[src/rtl/crc_serial_pkg.sv]
// Shared types and constants for the CRC-16/CDMA2000 serial frame path.
package crc_serial_pkg;

  typedef enum logic [2:0] {
    IDLE  = 3'd0,
    SHIFT = 3'd1,
    FLUSH = 3'd2,
    READ  = 3'd3,
    DRAIN = 3'd4
  } ser_state_t;

  localparam logic [15:0] CRC16_CDMA2000_POLY = 16'hC867;
  localparam logic [15:0] CRC16_INIT          = 16'hFFFF;

endpackage

[src/rtl/crc_frame_serializer_shreg.sv]
// Payload load/shift register; bit order is MSB-first unless SERIAL_LSB_FIRST_EN is defined.
module crc_frame_serializer_shreg #(
  parameter int unsigned DATA_W = 8
) (
  input  logic              i_clk,
  input  logic              i_rst,
  input  logic              i_load,
  input  logic              i_shift,
  input  logic [DATA_W-1:0] i_data,
  output logic              o_head,
  output logic              o_next
);

  logic [DATA_W-1:0] r_sr;
  logic [DATA_W-1:0] w_load_val;
  logic [DATA_W-1:0] w_shift_val;

  // o_head goes out on the load edge, so the register keeps only the remaining bits.
`ifdef SERIAL_LSB_FIRST_EN
  assign o_head      = i_data[0];
  assign o_next      = r_sr[0];
  assign w_load_val  = i_data >> 1;
  assign w_shift_val = r_sr >> 1;
`else
  assign o_head      = i_data[DATA_W-1];
  assign o_next      = r_sr[DATA_W-1];
  assign w_load_val  = i_data << 1;
  assign w_shift_val = r_sr << 1;
`endif

  always_ff @(posedge i_clk or posedge i_rst) begin
    if (i_rst) begin
      r_sr <= '0;
    end else if (i_load) begin
      r_sr <= w_load_val;
    end else if (i_shift) begin
      r_sr <= w_shift_val;
    end
  end

endmodule

[src/rtl/crc_frame_serializer.sv]
// Byte-stream to bit-serial feeder for the CRC-16/CDMA2000 calculator, emitting payload then CRC on TX.
// Build option: SERIAL_LSB_FIRST_EN selects LSB-first payload order (default MSB-first).
module crc_frame_serializer
  import crc_serial_pkg::*;
#(
  parameter int unsigned DATA_W = 8,
  parameter int unsigned CRC_W  = 16
) (
  input  logic              CLK,
  input  logic              RESET,
  input  logic [DATA_W-1:0] S_DATA,
  input  logic              S_VALID,
  input  logic              S_LAST,
  output logic              S_READY,
  output logic              CRC_RESET_N,
  output logic              CRC_DATA_IN,
  output logic              CRC_READ_MODE,
  input  logic              CRC_BIT,
  output logic              TX_BIT,
  output logic              TX_VALID,
  output logic              TX_SOF,
  output logic              TX_EOF,
  output logic              TX_ABORT,
  output logic              BUSY
);

  localparam int unsigned MAX_W = (DATA_W > CRC_W) ? DATA_W : CRC_W;
  localparam int unsigned CNT_W = (MAX_W > 1) ? $clog2(MAX_W) : 1;
  localparam logic [CNT_W-1:0] LAST_DATA = CNT_W'(DATA_W - 1);
  localparam logic [CNT_W-1:0] LAST_CRC  = CNT_W'(CRC_W - 1);

  ser_state_t       r_state;
  logic [CNT_W-1:0] r_cnt;
  logic             r_last;
  logic             r_alive;
  logic             r_crc_rst_n;
  logic             r_crc_data;
  logic             r_read_mode;
  logic             r_tx_bit;
  logic             r_tx_valid;
  logic             r_tx_sof;
  logic             r_tx_eof;

  logic w_head;
  logic w_next;
  logic w_idle_rdy;
  logic w_last_bit;
  logic w_mid_rdy;
  logic w_load;
  logic w_crc_phase;

  assign w_idle_rdy  = (r_state == IDLE) && r_alive;
  assign w_last_bit  = (r_state == SHIFT) && (r_cnt == LAST_DATA);
  assign w_mid_rdy   = w_last_bit && !r_last;
  assign w_load      = (w_idle_rdy || w_mid_rdy) && S_VALID;
  // Calculator output trails READ_MODE by one cycle, so the CRC window is READ cnt>=1 plus DRAIN.
  assign w_crc_phase = ((r_state == READ) && (r_cnt != '0)) || (r_state == DRAIN);

  assign S_READY       = w_idle_rdy || w_mid_rdy;
  assign TX_ABORT      = w_mid_rdy && !S_VALID;
  assign CRC_RESET_N   = r_crc_rst_n;
  assign CRC_DATA_IN   = r_crc_data;
  assign CRC_READ_MODE = r_read_mode;
  assign TX_BIT        = w_crc_phase ? CRC_BIT : r_tx_bit;
  assign TX_VALID      = r_tx_valid || w_crc_phase;
  assign TX_SOF        = r_tx_sof;
  assign TX_EOF        = r_tx_eof;
  assign BUSY          = (r_state != IDLE);

  crc_frame_serializer_shreg #(.DATA_W(DATA_W)) u_shreg (
    .i_clk   (CLK),
    .i_rst   (RESET),
    .i_load  (w_load),
    .i_shift ((r_state == SHIFT) && !w_last_bit),
    .i_data  (S_DATA),
    .o_head  (w_head),
    .o_next  (w_next)
  );

  always_ff @(posedge CLK or posedge RESET) begin
    if (RESET) begin
      r_state     <= IDLE;
      r_cnt       <= '0;
      r_last      <= 1'b0;
      r_alive     <= 1'b0;
      r_crc_rst_n <= 1'b0;
      r_crc_data  <= 1'b0;
      r_read_mode <= 1'b0;
      r_tx_bit    <= 1'b0;
      r_tx_valid  <= 1'b0;
      r_tx_sof    <= 1'b0;
      r_tx_eof    <= 1'b0;
    end else begin
      r_alive  <= 1'b1;
      r_tx_sof <= 1'b0;
      r_tx_eof <= 1'b0;
      case (r_state)
        IDLE: begin
          r_crc_rst_n <= 1'b0;
          if (w_load) begin
            r_state     <= SHIFT;
            r_cnt       <= '0;
            r_last      <= S_LAST;
            r_crc_rst_n <= 1'b1;
            r_crc_data  <= w_head;
            r_tx_bit    <= w_head;
            r_tx_valid  <= 1'b1;
            r_tx_sof    <= 1'b1;
          end
        end
        SHIFT: begin
          if (!w_last_bit) begin
            r_cnt      <= r_cnt + CNT_W'(1);
            r_crc_data <= w_next;
            r_tx_bit   <= w_next;
          end else if (r_last) begin
            r_state    <= FLUSH;
            r_cnt      <= '0;
            r_crc_data <= 1'b0;
            r_tx_bit   <= 1'b0;
            r_tx_valid <= 1'b0;
          end else if (S_VALID) begin
            r_cnt      <= '0;
            r_last     <= S_LAST;
            r_crc_data <= w_head;
            r_tx_bit   <= w_head;
          end else begin
            r_state     <= IDLE;
            r_cnt       <= '0;
            r_crc_rst_n <= 1'b0;
            r_crc_data  <= 1'b0;
            r_tx_bit    <= 1'b0;
            r_tx_valid  <= 1'b0;
          end
        end
        FLUSH: begin
          if (r_cnt == LAST_CRC) begin
            r_state     <= READ;
            r_cnt       <= '0;
            r_read_mode <= 1'b1;
          end else begin
            r_cnt <= r_cnt + CNT_W'(1);
          end
        end
        READ: begin
          if (r_cnt == LAST_CRC) begin
            r_state     <= DRAIN;
            r_cnt       <= '0;
            r_read_mode <= 1'b0;
            r_tx_eof    <= 1'b1;
          end else begin
            r_cnt <= r_cnt + CNT_W'(1);
          end
        end
        DRAIN: begin
          r_state     <= IDLE;
          r_crc_rst_n <= 1'b0;
        end
        default: begin
          r_state <= IDLE;
        end
      endcase
    end
  end

endmodule
[config.mk]
export PLATFORM = sky130hd
export DESIGN_NAME = crc_frame_serializer
export DESIGN_NICKNAME = d
export VERILOG_FILES = /design/src/rtl/crc_serial_pkg.sv /design/src/rtl/crc_frame_serializer_shreg.sv /design/src/rtl/crc_frame_serializer.sv
export SDC_FILE = /design/constraint.sdc
export NUM_CORES = 1
export LEC_CHECK = 0
export CAP_MARGIN = 25
export CORE_MARGIN = 2
export CORE_UTILIZATION = 43
export CTS_CLUSTER_SIZE = 24
export DETAILED_ROUTE_END_ITERATION = 8
export DONT_BUFFER_PORTS = 1
export PLACE_DENSITY = 0.69
export SYNTH_ARGS = -nofsm -noshare
export SYNTH_HDL_FRONTEND = slang
export SYNTH_SLANG_ARGS = --single-unit
[constraint.sdc]
create_clock -name CLK -period 3.7 [get_ports CLK]
set_input_delay 0.925 -clock CLK [delete_from_list [all_inputs] [get_ports CLK]]
set_output_delay 0.925 -clock CLK [all_outputs]
set_load 0.1 [all_outputs]
==> flow_metrics.env, run 1 <==
export IMPL_min_from="u_shreg.r_sr[6]$_DFFE_PP0P_"
export IMPL_crit_start="r_state[2]$_DFFE_PP0P_"
export IMPL_critPathSlowestCell="mux2_2"
export IMPL_clockRootBuffer="clkbuf_4"
export IMPL_cp_required_ps=2770
export IMPL_crit_fanout=11
export IMPL_placementRows=19
export IMPL_antenna_found_initial=0
export IMPL_setup_tns_ps=0
export IMPL_syn_area_mm2=0.00122
export IMPL_via_per_inst=5.75
export IMPL_area_growth_pct=7.67
export IMPL_grt_max_degree=23
export IMPL_hold_path_depth=1
export IMPL_antennaDiodeCount=0
export IMPL_hold_end="u_shreg.r_sr[7]$_DFFE_PP0P_"
export IMPL_path_cells="nand2b_1 > o31ai_1 > mux2_2"
export IMPL_dieArea_mm2=0.00329
export IMPL_cts_tree="yes"
export IMPL_hold_violations=0
export IMPL_cts_buffer_depth=2
export IMPL_wl_um=2240
export IMPL_crit_arrival_ps=2140
export IMPL_cts_clk_slew_worst_paths_ps=120
export IMPL_period_minus_slack_ps=3070
export IMPL_synth_largest_area_cell="dfrtp_1"
export IMPL_drtPass1Iterations=6
export IMPL_rsz0062_at_grt="false"
export IMPL_grt_pass1_vias=866
export IMPL_fillCellCount=254
export IMPL_wl_per_cell_um=14.9
export IMPL_r2r_cells=5
export IMPL_maxClockFrequency_mhz=326
export IMPL_coreArea_mm2=0.00273
export IMPL_ant_nets=0
export IMPL_cts_setup_buffers=0
export IMPL_synth_top_area_frac=0.450
export IMPL_post_route_period_util=0.829
export IMPL_drive_gt1_frac=0.208
export IMPL_ctsHoldBuffers=0
export IMPL_clk_latency_ps=310
export IMPL_gp_congestion=0.927
export IMPL_grt_total_usage=0.152
export IMPL_die_y_um=57.3
export IMPL_syn_inst=121
export IMPL_cts_sinks=22
export IMPL_final_nets=136
export IMPL_cap_violations=0
export IMPL_yosysSeqAreaShare=0.450
export IMPL_r2r_start="r_cnt[0]$_DFFE_PP0P_"
export IMPL_syn_nets=136
export IMPL_portBuffers=0
export IMPL_hold_class="reg2reg"
export IMPL_synthArstFlopShare=1.00
export IMPL_synth_edf_count=0
export IMPL_post_cts_resize_count=0
export IMPL_drc_errors=0
export IMPL_worst_pin_slew_ps=908
export IMPL_die_x_um=57.3
export IMPL_cp_end_kind="output pin"
export IMPL_synth_seq_cells=22
export IMPL_htree_levels=1
export IMPL_cpPeakStageDelay_ps=600
export IMPL_synth_main_ff_cell="dfrtp_1"
export IMPL_final_max_slew_violation_count=0
export IMPL_crit_path_start_kind="flop"
export IMPL_slew_headroom=0.395
export IMPL_r2r_end="u_shreg.r_sr[5]$_DFFE_PP0P_"
export IMPL_setup_viol=0
export IMPL_crit_type="reg2out"
export IMPL_synth_cell_type_count=41
export IMPL_rrSetupSlack_ps=1720
export IMPL_status="finished clean"
export IMPL_gr_total_overflow=0
export IMPL_synth_area_leaders="dfrtp_1, mux2_2, o21ai_0"
export IMPL_vias=868
export IMPL_grt_pass1_wl_um=3900
export IMPL_synth_warnings=0
export IMPL_dp_hpwl_um=1700
export IMPL_cts_buffers=3
export IMPL_ioPinCount=23
export IMPL_start_util=0.448
export IMPL_final_setup_skew_ps=3.58
export IMPL_avgSynthCellArea_um2=10.1
export IMPL_drt_iter0_drc=36
-- cell usage after synthesis, types with 2 or more instances --
library cell and count:
o31ai_1 2, inv_1 9, dfrtp_1 22, nand2b_1 2, o21ai_0 9, clkbuf_1 2, buf_2 4, mux2i_1 2
o22ai_1 2, nor2_1 7, ha_1 2, nand3_1 3, mux2_2 11, nand2_1 10, a21oi_1 8
-- layout by cell type, fill, tap and decap left out, drive strengths merged, types with 3 or more instances in the layout --
cell type and count:
a21oi 8, nand2 10, nand3 4, dfrtp 22
o21ai 9, inv 9, mux2 11, nor2 9
buf 3, clkbuf 3
-- cell families (layout without fill, tap and decap cells) --
| logic type | count (synthesis) | count (layout) | share of synthesized area |
|---|---|---|---|
| multiplexers | 13 | 13 | 0.118 |
| flip-flops | 22 | 22 | 0.450 |
| AND/OR/NAND/NOR | 31 | 31 | 0.150 |
| buffers and inverters | 17 | 16 | 0.0654 |
| adder cells (fa/ha/maj) | 2 | 2 | 0.0204 |
| XOR/XNOR | 1 | 1 | 0.00716 |
| AO/OA/AOI/OAI | 34 | 34 | 0.186 |
| other | 1 | 1 | 0.00306 |
-- worst max path at each step --
stage / end / slack, ps
global route: TX_BIT / 530
finish: TX_BIT / 630
CTS: TX_BIT / 620
global placement: TX_BIT / 1030
floorplan: TX_ABORT / 100
detailed placement: TX_BIT / 990
-- registers in the layout, indices dropped and copies added (netlist names) --
signal,count
CRC_READ_MODE,1
r_last,1
r_cnt,4
r_alive,1
r_tx_valid,1
CRC_RESET_N,1
r_tx_bit,1
TX_EOF,1
TX_SOF,1
u_shreg.r_sr,7
r_state,3
-- stage by stage --
| step | cells | area, µm² | setup slack (ps) | utilization | hold WS, ps |
|---|---|---|---|---|---|
| floorplan | 121 | 1230 | 102 | - | 473 |
| global placement | 147 | 1260 | 1030 | 0.463 | 484 |
| detailed placement | 147 | 1260 | 991 | 0.463 | 501 |
| CTS | 151 | 1320 | 620 | 0.482 | 529 |
| global route | 151 | 1320 | 534 | 0.482 | 574 |
| finish | 151 | 1320 | 634 | 0.482 | 521 |
-- metal layers --
| layer | global-route usage | share of wire |
|---|---|---|
| met5 | 0 | 0 |
| met4 | 0.0299 | 0.0089 |
| met3 | 0.0590 | 0.049 |
| met2 | 0.258 | 0.53 |
| met1 | 0.185 | 0.41 |
-- area by class of cell --
| type | count | area, µm² | share of cell area |
|---|---|---|---|
| repair buffers | 3 | 22.5 | 0.0171 |
| multi-input cells | 82 | 619 | 0.470 |
| clock inverters | 1 | 30.0 | 0.0228 |
| flip-flops and latches | 22 | 551 | 0.418 |
| inverters | 9 | 33.8 | 0.0256 |
| well taps | 31 | 38.8 | 0.0294 |
| clock buffers | 3 | 22.5 | 0.0171 |
-- worst max-delay path: cells and delay by family, from the launching register on --
kind	cells	cell delay, ps
mux	1	600
flops	1	590
compound gates	1	340
simple gates	1	300
Power of run 1 is left out: the tool's default activity adds up to more than one toggle a clock period on the data nets, which glitch-free logic cannot reach.
==> run 2: changes to the inputs <==
- PLACE_DENSITY: 0.69 -> 0.71
- clock period: 3.7 -> 2.75 ns (I/O delays scaled with it)
==> flow_metrics.env, run 2 (same netlist as run 1, synthesis figures left out) <==
export IMPL_placementRows=19
export IMPL_top_register="u_shreg.r_sr"
export IMPL_final_setup_skew_ps=5.37
export IMPL_ioPinCount=23
export IMPL_drive_gt1_frac=0.252
export IMPL_cts_buffer_depth=2
export IMPL_vias=902
export IMPL_dieArea_mm2=0.00329
export IMPL_wl_per_cell_um=15.1
export IMPL_cp_required_ps=2060
export IMPL_grt_max_degree=23
export IMPL_mostFrequentLayoutCell="dfrtp_1"
export IMPL_crit_arrival_ps=1950
export IMPL_cpLargestDelayFamily="flip-flops"
export IMPL_ctsHoldBuffers=0
export IMPL_crit_fanout=8
export IMPL_area_growth_pct=11.0
export IMPL_cts_clk_slew_worst_paths_ps=120
export IMPL_cts_sinks=22
export IMPL_htree_levels=1
export IMPL_wl_um=2330
export IMPL_cts_tree="yes"
export IMPL_setup_viol=0
export IMPL_clockRootBuffer="clkbuf_4"
export IMPL_via_per_inst=5.86
export IMPL_grt_pass1_vias=878
export IMPL_maxClockFrequency_mhz=379
export IMPL_hold_class="in2async"
export IMPL_grt_total_usage=0.156
export IMPL_cap_violations=0
export IMPL_die_x_um=57.3
export IMPL_setup_tns_ps=0
export IMPL_antenna_found_initial=0
export IMPL_r2r_end="u_shreg.r_sr[3]$_DFFE_PP0P_"
export IMPL_grt_pass1_wl_um=3980
export IMPL_post_route_period_util=0.958
export IMPL_r2r_cells=5
export IMPL_clk_latency_ps=310
export IMPL_largestRegisters="u_shreg.r_sr x7, r_cnt x4, r_state x3"
export IMPL_start_util=0.448
export IMPL_cts_buffers=3
export IMPL_crit_type="reg2out"
export IMPL_final_max_slew_violation_count=0
export IMPL_rsz0062_at_grt="false"
export IMPL_dp_hpwl_um=1670
export IMPL_coreArea_mm2=0.00273
export IMPL_drc_errors=0
export IMPL_slew_headroom=0.397
export IMPL_ant_nets=0
export IMPL_portBuffers=0
export IMPL_cp_end_kind="output pin"
export IMPL_gr_total_overflow=0
export IMPL_path_buf_inv=1
export IMPL_gp_congestion=0.894
export IMPL_rrSetupSlack_ps=830
export IMPL_crit_path_start_kind="flop"
export IMPL_largest_reg_flops=7
export IMPL_antennaDiodeCount=0
export IMPL_final_nets=139
export IMPL_r2r_start="r_cnt[0]$_DFFE_PP0P_"
export IMPL_critPathSlowestCell="dfrtp_1"
export IMPL_period_minus_slack_ps=2640
export IMPL_hold_violations=0
export IMPL_path_cells="ha_2 > nand3b_4 > o31a_1 > nor3_4 > buf_6"
export IMPL_cpPeakStageDelay_ps=430
export IMPL_die_y_um=57.3
export IMPL_worst_pin_slew_ps=904
export IMPL_status="finished clean"
export IMPL_drtPass1Iterations=4
export IMPL_final_cell_mix="dfrtp_1, nand2_1, mux2_2"
export IMPL_drt_iter0_drc=56
## run 2: final cells by class
| type | instances | area (µm²) |
|---|---|---|
| clock buffer | 3 | 22.5 |
| sequential | 22 | 552 |
| tap | 31 | 38.8 |
| inverter | 9 | 33.8 |
| fill | 249 | 1380 |
| multi-input combinational | 82 | 633 |
| clock inverter | 1 | 30.0 |
| timing repair buffer | 6 | 48.8 |
## run 2: worst max-delay path by stage
stage,from,endpoint,slack (ps),depth (start not counted)
4_1_cts,r_cnt[0]$_DFFE_PP0P_,TX_BIT,20,5
3_3_place_gp,r_state[1]$_DFFE_PP0P_,TX_BIT,340,3
5_1_grt,r_cnt[0]$_DFFE_PP0P_,S_READY,5,5
3_5_place_dp,r_state[1]$_DFFE_PP0P_,TX_BIT,270,3
2_1_floorplan,r_cnt[0]$_DFFE_PP0P_,S_READY,170,5
6_report,r_cnt[0]$_DFFE_PP0P_,S_READY,110,5
## run 2: what timing repair did
item | 4_1_cts | 5_1_grt
buffers inserted | 0 | 0
endpoints found under the setup margin | 2 | 3
resized for setup | 2 | 4
hold endpoints to repair | 0 | 0
## run 2: per-stage QoR
step	worst slack (ps)	std cells	util	hold slack (ps)	cell area, µm²
floorplan	173	121	-	473	1250
finish	114	154	0.497	401	1360
CTS	20.8	154	0.492	420	1340
global route	4.79	154	0.497	457	1360
global placement	342	150	0.471	482	1290
detailed placement	272	150	0.471	496	1290
## run 2: per-layer routing
| layer | part of all wire | GRT usage |
|---|---|---|
| met1 | 0.43 | 0.198 |
| met2 | 0.52 | 0.252 |
| met3 | 0.049 | 0.0567 |
| met4 | 0.0060 | 0.0465 |
| met5 | 0 | 0 |
Power of run 2 is left out for the same reason.
==> run 3: changes to the inputs <==
- SKIP_CTS_REPAIR_TIMING: unset -> 1
==> flow_metrics.env, run 3 (same netlist as run 1, synthesis figures left out) <==
export IMPL_status="finished clean"
export IMPL_setup_viol=0
export IMPL_start_util=0.448
export IMPL_grt_pass1_wl_um=3960
export IMPL_drc_errors=0
export IMPL_via_per_inst=5.73
export IMPL_dp_hpwl_um=1670
export IMPL_cp_required_ps=2060
export IMPL_post_route_period_util=0.955
export IMPL_crit_fanout=8
export IMPL_hold_violations=0
export IMPL_final_max_slew_violation_count=0
export IMPL_placementRows=19
export IMPL_drt_iter0_drc=44
export IMPL_die_y_um=57.3
export IMPL_wl_um=2310
export IMPL_largestRegisters="u_shreg.r_sr x7, r_cnt x4, r_state x3"
export IMPL_grt_total_usage=0.156
export IMPL_cts_clk_slew_worst_paths_ps=120
export IMPL_antennaDiodeCount=0
export IMPL_antenna_found_initial=0
export IMPL_clk_latency_ps=300
export IMPL_cap_violations=0
export IMPL_cts_tree="yes"
export IMPL_drtPass1Iterations=4
export IMPL_r2r_start="r_cnt[0]$_DFFE_PP0P_"
export IMPL_cts_sinks=22
export IMPL_rsz0062_at_grt="false"
export IMPL_htree_levels=1
export IMPL_crit_type="reg2out"
export IMPL_crit_start="r_cnt[0]$_DFFE_PP0P_"
export IMPL_area_growth_pct=11.0
export IMPL_clockRootBuffer="clkbuf_4"
export IMPL_final_area_mm2=0.00136
export IMPL_final_cell_mix="dfrtp_1, nand2_1, mux2_2"
export IMPL_wl_per_cell_um=15.0
export IMPL_crit_path_start_kind="flop"
export IMPL_postPlaceCellArea_mm2=0.00129
export IMPL_grt_pass1_vias=892
export IMPL_cts_buffers=3
export IMPL_final_nets=139
export IMPL_drive_gt1_frac=0.252
export IMPL_period_minus_slack_ps=2630
export IMPL_grt_max_degree=23
export IMPL_portBuffers=0
export IMPL_hold_class="in2async"
export IMPL_ant_nets=0
export IMPL_mostFrequentLayoutCell="dfrtp_1"
export IMPL_dieArea_mm2=0.00329
export IMPL_ioPinCount=23
export IMPL_gp_congestion=0.894
export IMPL_die_x_um=57.3
export IMPL_gr_total_overflow=0
export IMPL_top_register="u_shreg.r_sr"
export IMPL_worst_pin_slew_ps=904
export IMPL_vias=883
export IMPL_maxClockFrequency_mhz=381
export IMPL_slew_headroom=0.397
export IMPL_final_setup_skew_ps=3.77
export IMPL_largest_reg_flops=7
export IMPL_cp_end_kind="output pin"
export IMPL_crit_arrival_ps=1940
export IMPL_cts_buffer_depth=2
export IMPL_coreArea_mm2=0.00273
-- run 3: cell counts in the layout (fill, tap and decap cells not counted) --
Identical to the previous run, type by type.
-- run 3: path summary, 6_finish.rpt --
kind | end | slack, ps | cells past startpoint
min reg2reg | u_shreg.r_sr[7]$_DFFE_PP0P_ | 520 | 1
min in group CLK | u_shreg.r_sr[1]$_DFFE_PP0P_ | 490 | 2
max | S_READY | 120 | 5
max in group asynchronous | r_state[1]$_DFFE_PP0P_ | 1800 | 1
max reg2reg | u_shreg.r_sr[3]$_DFFE_PP0P_ | 830 | 5
min | u_shreg.r_sr[3]$_DFFE_PP0P_ | 400 | 1
-- run 3: layer usage --
metal	vias up	global-route usage	routed length, µm
met3	2	0.0567	127
met5	-	0	0
li1	432	-	-
met1	425	0.192	961
met4	0	0.0498	13
met2	24	0.255	1210
-- run 3: critical path, stage by stage, from the launching register on --
cell and delay, ps:
dfrtp_1 420, ha_2 290, nand3b_4 150, o31a_1 370, nor3_4 150, buf_6 240
-- run 3: cell type report --
type | instances | area (µm²)
fillers | 249 | 1380
multi-input cells | 82 | 633
flip-flops and latches | 22 | 552
repair buffers | 6 | 48.8
well taps | 31 | 38.8
inverters | 9 | 33.8
clock inverters | 1 | 30.0
clock buffers | 3 | 22.5
-- run 3: metrics by stage --
step                      utilization  TNS (ps)  hold slack (ps)  setup WS [ps]  std cells
after floorplan                     -         0              473            173        121
after global placement          0.471         0              482            342        150
after detailed placement        0.471         0              496            272        150
after CTS                       0.490     -98.4              420          -81.5        154
after global routing            0.497         0              455           2.88        154
final                           0.497         0              402            123        154
Power of run 3 is left out for the same reason.
